[config.mk]
export PLATFORM = sky130hd
export DESIGN_NAME = csr_trap_ctrl
export DESIGN_NICKNAME = d
export VERILOG_FILES = /design/src/rtl/csr_trap_ctrl_pkg.sv /design/src/rtl/csr_trap_ctrl_int_prio_sel.sv /design/src/rtl/csr_trap_ctrl.sv
export SDC_FILE = /design/constraint.sdc
export NUM_CORES = 1
export LEC_CHECK = 0
export CAP_MARGIN = 5
export CORE_AREA = 8 8 354 356
export CTS_BUF_LIST = sky130_fd_sc_hd__clkbuf_4
export CTS_CLUSTER_SIZE = 28
export DETAILED_ROUTE_END_ITERATION = 6
export DIE_AREA = 0 0 362 364
export SKIP_CTS_REPAIR_TIMING = 1
export SLEW_MARGIN = 20
export SYNTH_ARGS = -nofsm -noshare
export SYNTH_HDL_FRONTEND = slang
export SYNTH_SLANG_ARGS = --single-unit
[constraint.sdc]
create_clock -name clk -period 18.9 [get_ports clk]
set_input_delay 3.78 -clock clk [delete_from_list [all_inputs] [get_ports clk]]
set_output_delay 3.78 -clock clk [all_outputs]
set_load 0.02 [all_outputs]
[src/rtl/csr_trap_ctrl_pkg.sv]
// Shared definitions for the CSR trap sequencer: FSM states, special cause codes,
// privilege encodings, CSR addresses, mstatus field positions and interrupt priority.
package csr_trap_ctrl_pkg;

   typedef enum logic [1:0] {
      TS_IDLE     = 2'd0,
      TS_COMMIT   = 2'd1,
      TS_REDIRECT = 2'd2
   } trap_state_t;

   localparam logic [1:0] ST_IDLE     = 2'd0;
   localparam logic [1:0] ST_COMMIT   = 2'd1;
   localparam logic [1:0] ST_REDIRECT = 2'd2;

   // MRET/SRET ride on otherwise unused (custom) cause encodings
   localparam logic [4:0] EXC_II   = 5'd2;
   localparam logic [4:0] EXC_MRET = 5'd30;
   localparam logic [4:0] EXC_SRET = 5'd31;

   localparam logic [1:0] PRV_U = 2'b00;
   localparam logic [1:0] PRV_S = 2'b01;
   localparam logic [1:0] PRV_M = 2'b11;

   localparam logic [11:0] CSR_SSTATUS = 12'h100;
   localparam logic [11:0] CSR_SEPC    = 12'h141;
   localparam logic [11:0] CSR_SCAUSE  = 12'h142;
   localparam logic [11:0] CSR_STVAL   = 12'h143;
   localparam logic [11:0] CSR_MSTATUS = 12'h300;
   localparam logic [11:0] CSR_MEPC    = 12'h341;
   localparam logic [11:0] CSR_MCAUSE  = 12'h342;
   localparam logic [11:0] CSR_MTVAL   = 12'h343;

   localparam int MS_SIE  = 1;
   localparam int MS_MIE  = 3;
   localparam int MS_SPIE = 5;
   localparam int MS_MPIE = 7;
   localparam int MS_SPP  = 8;
   localparam int MS_MPP  = 11;

   // Standard lines, highest priority first; lines >= 12 follow, highest index first
   localparam int INT_PRIO_N = 6;
   localparam int INT_PRIO [INT_PRIO_N] = '{11, 3, 7, 9, 1, 5};

endpackage

[src/rtl/csr_trap_ctrl_int_prio_sel.sv]
// Fixed-priority pick over the masked interrupt lines; returns {valid, index}.
module int_prio_sel
   import csr_trap_ctrl_pkg::*;
#(
   parameter int INT_NUM = 16,
   parameter int IDX_W   = 5
)(
   input  logic [INT_NUM-1:0] req,
   output logic               valid,
   output logic [IDX_W-1:0]   index
);

   // Lowest priority is scanned first so that higher-priority hits overwrite it
   always_comb begin
      valid = 1'b0;
      index = '0;
      for (int i = 12; i < INT_NUM; i++) begin
         if (|(req & (INT_NUM'(1) << i))) begin
            valid = 1'b1;
            index = IDX_W'(i);
         end
      end
      for (int k = INT_PRIO_N - 1; k >= 0; k--) begin
         if (|(req & (INT_NUM'(1) << INT_PRIO[k]))) begin
            valid = 1'b1;
            index = IDX_W'(INT_PRIO[k]);
         end
      end
   end

endmodule

[src/rtl/csr_trap_ctrl.sv]
// M/S-mode trap sequencer: delegation, interrupt select, trap CSR update and redirect.
// Optional CSR_TRAP_VECTOR_EN enables vectored interrupt targets when tvec[1:0]==1.
module csr_trap_ctrl
   import csr_trap_ctrl_pkg::*;
#(
   parameter int XLEN       = 64,
   parameter int VADDR_SIZE = 39,
   parameter int EXC_WIDTH  = 5,
   parameter int INT_NUM    = 16
)(
   input  logic                  clk,
   input  logic                  rst,
   input  logic                  trap_valid,
   output logic                  trap_ready,
   input  logic [EXC_WIDTH-1:0]  trap_exccode,
   input  logic [VADDR_SIZE-1:0] trap_pc,
   input  logic [XLEN-1:0]       trap_tval,
   input  logic                  int_take,
   input  logic [INT_NUM-1:0]    mip,
   input  logic [INT_NUM-1:0]    mie,
   input  logic [XLEN-1:0]       medeleg,
   input  logic [INT_NUM-1:0]    mideleg,
   input  logic [XLEN-1:0]       mtvec,
   input  logic [XLEN-1:0]       stvec,
   input  logic                  csr_wen,
   input  logic [11:0]           csr_waddr,
   input  logic [XLEN-1:0]       csr_wdata,
   output logic                  int_valid,
   output logic [EXC_WIDTH-1:0]  int_cause,
   output logic [1:0]            mode,
   output logic [XLEN-1:0]       mstatus_o,
   output logic [XLEN-1:0]       mepc,
   output logic [XLEN-1:0]       sepc,
   output logic [XLEN-1:0]       mcause,
   output logic [XLEN-1:0]       scause,
   output logic [XLEN-1:0]       mtval,
   output logic [XLEN-1:0]       stval,
   output logic                  redirect_valid,
   input  logic                  redirect_ready,
   output logic [VADDR_SIZE-1:0] target_pc
);

   logic [1:0]            state;
   logic                  st_mie, st_sie, st_mpie, st_spie, st_spp;
   logic [1:0]            st_mpp;

   logic                  req_int_p0;
   logic [EXC_WIDTH-1:0]  req_cause_p0;
   logic [VADDR_SIZE-1:0] req_pc_p0;
   logic [XLEN-1:0]       req_tval_p0;

   logic [INT_NUM-1:0]    pend, masked;
   logic                  m_ok, s_ok, sel_vld;
   logic [EXC_WIDTH-1:0]  sel_idx;

   logic                  is_mret, is_sret, illegal, do_ret_m, do_ret_s, to_s;
   logic [EXC_WIDTH-1:0]  eff_cause;
   logic [XLEN-1:0]       deleg_bits, tvec_sel, trap_tgt, next_target, cause_word, tval_word;

   // Interrupt eligibility: delegated lines are only visible below M
   always_comb begin
      pend   = mip & mie;
      m_ok   = (mode != PRV_M) || st_mie;
      s_ok   = (mode == PRV_U) || ((mode == PRV_S) && st_sie);
      masked = (pend & ~mideleg & {INT_NUM{m_ok}}) | (pend & mideleg & {INT_NUM{s_ok}});
   end

   int_prio_sel #(
      .INT_NUM (INT_NUM),
      .IDX_W   (EXC_WIDTH)
   ) u_int_prio_sel (
      .req   (masked),
      .valid (sel_vld),
      .index (sel_idx)
   );

   assign int_valid      = sel_vld && (state == ST_IDLE);
   assign int_cause      = sel_idx;
   assign trap_ready     = (state == ST_IDLE);
   assign redirect_valid = (state == ST_REDIRECT);

   // Decode of the captured request, evaluated in the COMMIT cycle
   always_comb begin
      is_mret     = !req_int_p0 && (req_cause_p0 == EXC_WIDTH'(EXC_MRET));
      is_sret     = !req_int_p0 && (req_cause_p0 == EXC_WIDTH'(EXC_SRET));
      illegal     = (is_mret && (mode != PRV_M)) || (is_sret && (mode == PRV_U));
      do_ret_m    = is_mret && !illegal;
      do_ret_s    = is_sret && !illegal;
      eff_cause   = illegal ? EXC_WIDTH'(EXC_II) : req_cause_p0;
      deleg_bits  = req_int_p0 ? XLEN'(mideleg) : medeleg;
      to_s        = (mode != PRV_M) && |(deleg_bits & (XLEN'(1) << eff_cause));
      tvec_sel    = to_s ? stvec : mtvec;
      trap_tgt    = tvec_sel & ~XLEN'(3);
`ifdef CSR_TRAP_VECTOR_EN
      if (req_int_p0 && (tvec_sel[1:0] == 2'b01))
         trap_tgt = trap_tgt + (XLEN'(eff_cause) << 2);
`endif
      next_target = do_ret_m ? mepc : (do_ret_s ? sepc : trap_tgt);
      cause_word  = {req_int_p0, (XLEN-1)'(eff_cause)};
      tval_word   = req_int_p0 ? '0 : req_tval_p0;
   end

   always_comb begin
      mstatus_o                 = '0;
      mstatus_o[MS_SIE]         = st_sie;
      mstatus_o[MS_MIE]         = st_mie;
      mstatus_o[MS_SPIE]        = st_spie;
      mstatus_o[MS_MPIE]        = st_mpie;
      mstatus_o[MS_SPP]         = st_spp;
      mstatus_o[MS_MPP +: 2]    = st_mpp;
   end

   // Request capture and redirect handshake
   always_ff @(posedge clk) begin
      if (rst) begin
         state     <= ST_IDLE;
         target_pc <= '0;
      end else begin
         case (state)
            ST_IDLE: begin
               if (trap_valid) begin
                  req_int_p0   <= 1'b0;
                  req_cause_p0 <= trap_exccode;
                  req_pc_p0    <= trap_pc;
                  req_tval_p0  <= trap_tval;
                  state        <= ST_COMMIT;
               end else if (int_take && int_valid) begin
                  req_int_p0   <= 1'b1;
                  req_cause_p0 <= int_cause;
                  req_pc_p0    <= trap_pc;
                  req_tval_p0  <= '0;
                  state        <= ST_COMMIT;
               end
            end
            ST_COMMIT: begin
               target_pc <= VADDR_SIZE'(next_target);
               state     <= ST_REDIRECT;
            end
            ST_REDIRECT: begin
               if (redirect_ready)
                  state <= ST_IDLE;
            end
            default: state <= ST_IDLE;
         endcase
      end
   end

   // Trap CSR state: CSR-unit writes first, COMMIT updates override them
   always_ff @(posedge clk) begin
      if (rst) begin
         mode    <= PRV_M;
         st_mie  <= 1'b0;
         st_sie  <= 1'b0;
         st_mpie <= 1'b0;
         st_spie <= 1'b0;
         st_spp  <= 1'b0;
         st_mpp  <= PRV_U;
         mepc    <= '0;
         sepc    <= '0;
         mcause  <= '0;
         scause  <= '0;
         mtval   <= '0;
         stval   <= '0;
      end else begin
         if (csr_wen) begin
            case (csr_waddr)
               CSR_MEPC:    mepc   <= csr_wdata & ~XLEN'(1);
               CSR_SEPC:    sepc   <= csr_wdata & ~XLEN'(1);
               CSR_MCAUSE:  mcause <= csr_wdata;
               CSR_SCAUSE:  scause <= csr_wdata;
               CSR_MTVAL:   mtval  <= csr_wdata;
               CSR_STVAL:   stval  <= csr_wdata;
               CSR_MSTATUS: begin
                  st_sie  <= csr_wdata[MS_SIE];
                  st_mie  <= csr_wdata[MS_MIE];
                  st_spie <= csr_wdata[MS_SPIE];
                  st_mpie <= csr_wdata[MS_MPIE];
                  st_spp  <= csr_wdata[MS_SPP];
                  st_mpp  <= csr_wdata[MS_MPP +: 2];
               end
               CSR_SSTATUS: begin
                  st_sie  <= csr_wdata[MS_SIE];
                  st_spie <= csr_wdata[MS_SPIE];
                  st_spp  <= csr_wdata[MS_SPP];
               end
               default: ;
            endcase
         end
         if (state == ST_COMMIT) begin
            if (do_ret_m) begin
               mode    <= st_mpp;
               st_mie  <= st_mpie;
               st_mpie <= 1'b1;
               st_mpp  <= PRV_U;
            end else if (do_ret_s) begin
               mode    <= {1'b0, st_spp};
               st_sie  <= st_spie;
               st_spie <= 1'b1;
               st_spp  <= 1'b0;
            end else if (to_s) begin
               sepc    <= XLEN'(req_pc_p0);
               scause  <= cause_word;
               stval   <= tval_word;
               st_spie <= st_sie;
               st_sie  <= 1'b0;
               st_spp  <= mode[0];
               mode    <= PRV_S;
            end else begin
               mepc    <= XLEN'(req_pc_p0);
               mcause  <= cause_word;
               mtval   <= tval_word;
               st_mpie <= st_mie;
               st_mie  <= 1'b0;
               st_mpp  <= mode;
               mode    <= PRV_M;
            end
         end
      end
   end

endmodule

==> results.md <==
* Synth Instances at 2,647
* Core footprint at around 120,000 µm²
* Cell row count at about 130
* Crit-path max cell delay at ~0.76 ns
* Post-route minimum period at 9.93 ns
* H-tree levels at 4
* Startpoint types: input port
* Hold_ws at 0.449 ns
* DRC viols at 0
* Top sig layer: met5
* Metal-1 WL at 55,600 µm
* Port bufs at 770
* Vias in the first global route at 22,191
* Final Core Density at 28.9%
* Worst-case clock buffer depth at 3
* Area growth from synthesis to layout at 48.0%
* CP arrival at roughly 6 ns
* Pre-antenna DRT Iters at 6
* Crit-path cells: clkdlybuf4s50_1, o21ai_0, o2111ai_1, nor2b_1, o21ai_0, a21oi_1, clkdlybuf4s50_1
* Final Hold Viols at 0
* Worst Skew at ~0.1 ns
* Clock-pin transition on the worst setup and hold timing paths at approximately 0.060 ns
* Met3 WL at 12,100 µm
* GPL Wtd Cong at 0.909
* Fmax at 101 MHz
* PD cells at 88.4 nW/µm²
* Die Width at 362 µm
* Clock share of power at 39.9%
* Synth Register Bits at ~540
* Initial antenna violation count at 38
* Maximum fanout along the worst path at 3
* Mapped Area at about 23,000 µm²
* CTS Sinks at 543
* Root Buffer: clkbuf_4
* CP endpoint kind: primary output
* CTS tree: built
* Initial core utilization at between 10% and 20%
* Cell Count, Final, Fillers Out at 5,146
* Slew Limit Fails at 0
* Initial DRC Count at approximately 1,700
* Cell Int Power at 2.12 mW
* Die ar. at 132,000 µm²
* Comb pwr share at 17.5%
* Die height at 364 µm
* Post-route ant nets at 0
* Synth warn at 0
* Placed cells at approximately 4,800
* Post-synth EDFFs at 109
* Fill cell count at 12,735
* First-pass GRT wire length at 178,000 µm
* Asr flop ratio synth at 0%
* Req. time, crit path at 15.12 ns
* WS Path Type: in2out
* Share of cells above drive strength 1 at 10.6%
* Slew at the pin with the worst max-slew slack at 1.14 ns
* TritonCTS Buffers at 159
* VDD IR max at 0.0448 mV
* WL/cell at about 26 µm
* Sequential share of power at 42.6%
* I/O pins at 927
* # setup viols final at 0
* Nets at 3,811
* Status: complete, no violations
* Switching Share at 30.4%
* GRT overflow at 0
* Max_cap viols at 0
* Slowest-stage cell, CP: clkdlybuf4s50_1
* Met2 wire length at slightly above 60,000 µm
* Hold Path Class: reg2reg
* Final wirelength at 132,000 µm
* Drt via density at 4.53
* RSZ-0062 raised after global routing: no
* Pleak at roughly 12 nW
* Avg Inst Size Synth at 8.82 µm²
* Cell variety after synth at 59
* Setup TNS at 0 ns
* Final worst-path cycle share at about 53%
* Gr usage total at 19.0%
* Ys flop type: dfxtp_1
* Slew margin rel. at 24.1%
* DR vias at 23,291
* Clock latency at the later pin of the worst-skew pair at 1.14 ns
* Post-DP HPWL at 96,200 µm
* Sequential area share after synthesis at between 50% and 60%
* Psw at 928 µW
* Largest net degree at the start of global routing at 110
==> Yosys cell counts (4+ instances only) <==
cell type | number | share of area, %
nand2_1 | 683 | 11
o2111ai_1 | 7 | 0.26
buf_2 | 46 | 0.99
nand3b_1 | 5 | 0.16
and3_1 | 5 | 0.13
nand2b_1 | 5 | 0.13
nand3_1 | 8 | 0.17
mux2i_1 | 86 | 3.7
or3_1 | 5 | 0.13
dfxtp_1 | 434 | 37
a21o_1 | 13 | 0.42
and2_1 | 67 | 1.8
a221o_1 | 24 | 1.0
edfxtp_1 | 109 | 14
mux2_2 | 33 | 1.6
nor3_1 | 12 | 0.26
mux4_2 | 7 | 0.68
nor2_1 | 241 | 3.9
buf_4 | 65 | 2.1
clkbuf_1 | 173 | 2.8
a211oi_1 | 83 | 2.7
nor4_1 | 4 | 0.11
o21ai_0 | 51 | 1.1
a311oi_1 | 150 | 5.6
a21oi_1 | 213 | 4.6
nor2b_1 | 71 | 1.9
==> power groups by stage <==
stage | clock (mW) | sequential (mW) | combinational, mW
floorplan | 0 | 1.37 | 0.196
global placement | 0 | 1.32 | 0.538
detailed placement | 0 | 1.32 | 0.541
CTS | 1.26 | 1.30 | 0.542
global route | 1.33 | 1.31 | 0.567
finish | 1.22 | 1.30 | 0.535
==> layout by cell type (no fill, tap or decap), drive strengths merged, types with 4 or more instances in the layout <==
| cell | Yosys | routed |
|---|---|---|
| nand3b | 5 | 5 |
| inv | 3 | 8 |
| nand2 | 684 | 684 |
| bufinv | 0 | 4 |
| o21ai | 51 | 51 |
| dfxtp | 434 | 434 |
| mux2 | 33 | 33 |
| clkbuf | 173 | 247 |
| buf | 112 | 35 |
| or3 | 5 | 5 |
| nor4 | 4 | 4 |
| conb | 1 | 58 |
| or2 | 4 | 4 |
| and3 | 5 | 5 |
| nor3 | 12 | 12 |
| diode | 0 | 23 |
| nor2 | 241 | 241 |
| nor2b | 71 | 71 |
| mux2i | 86 | 86 |
| clkdlybuf4s50 | 0 | 766 |
| edfxtp | 109 | 109 |
| a211oi | 83 | 83 |
| a21o | 13 | 13 |
| nand3 | 8 | 8 |
| o2111ai | 8 | 8 |
| a221o | 24 | 24 |
| and2 | 68 | 68 |
| nand2b | 5 | 5 |
| a311oi | 150 | 150 |
| a21oi | 213 | 213 |
| clkinv | 0 | 32 |
| mux4 | 7 | 7 |
==> worst max-delay path, delay by kind of cell <==
| family | cells | cell delay, ns |
|---|---|---|
| AO/OA/AOI/OAI | 4 | 0.79 |
| AND/OR/NAND/NOR | 1 | 0.24 |
| buffers and inverters | 2 | 1.32 |
==> flip-flops by register name, summed over array words and instances (netlist names) <==
| register | count |
|---|---|
| mode | 2 |
| scause | 64 |
| req_pc_p0 | 39 |
| req_cause_p0 | 5 |
| mcause | 64 |
| mtval | 64 |
| sepc | 64 |
| mepc | 64 |
| target_pc | 39 |
| st_spp | 1 |
| req_int_p0 | 1 |
| st_spie | 1 |
| state | 2 |
| st_sie | 1 |
| st_mpie | 1 |
| st_mie | 1 |
| req_tval_p0 | 64 |
| st_mpp | 2 |
| stval | 64 |
==> worst paths after layout <==
| path | cells past startpoint | from | slack (ns) | to |
|---|---|---|---|---|
| worst min-delay path | 2 | mcause[6] | 0.45 | mcause[6] |
| worst min register to register | 2 | mcause[6] | 0.45 | mcause[6] |
| worst max-delay path | 7 | mideleg[1] | 8.97 | int_cause[2] |
| worst max register to register | 12 | req_int_p0 | 13.26 | stval[9] |
==> kinds of logic (layout without fill, tap and decap cells) <==
| logic type | after synthesis | count (layout) | share of synthesized area [%] |
|---|---|---|---|
| fa+ha+maj | 1 | 1 | 0.0429 |
| mux | 126 | 126 | 5.96 |
| flops | 543 | 543 | 51.3 |
| compound gates | 569 | 569 | 16.7 |
| other cells | 1 | 81 | 0.0161 |
| simple gates | 1119 | 1119 | 20.1 |
| buf+inv | 288 | 1095 | 5.93 |
==> area by class of cell <==
class	instances	area, µm²	share of cell area [%]
inverter	3	11.3	0.0326
sequential	543	12000	34.6
tap	1612	2020	5.84
multi-input combinational	1873	10400	30.0
timing repair buffer	801	7950	23.0
clock inverter	44	325	0.942
clock buffer	247	1850	5.37
antenna	23	57.6	0.167
==> stage by stage <==
step                power [mW]  worst slack, ns  area [µm²]
floorplan                 1.57             3.17       23500
global placement          1.86             8.93       32300
detailed placement        1.86             8.93       32300
CTS                       3.11             8.93       34500
global route              3.20             8.85       34500
finish                    3.05             8.97       34500
==> per-layer routing <==
metal	GRT usage (%)	vias up
met3	6.90	194
met5	0	-
met4	6.31	18
li1	-	10691
met2	30.5	1062
met1	23.5	11326
No activity file was read; power rests on OpenSTA's default activity.
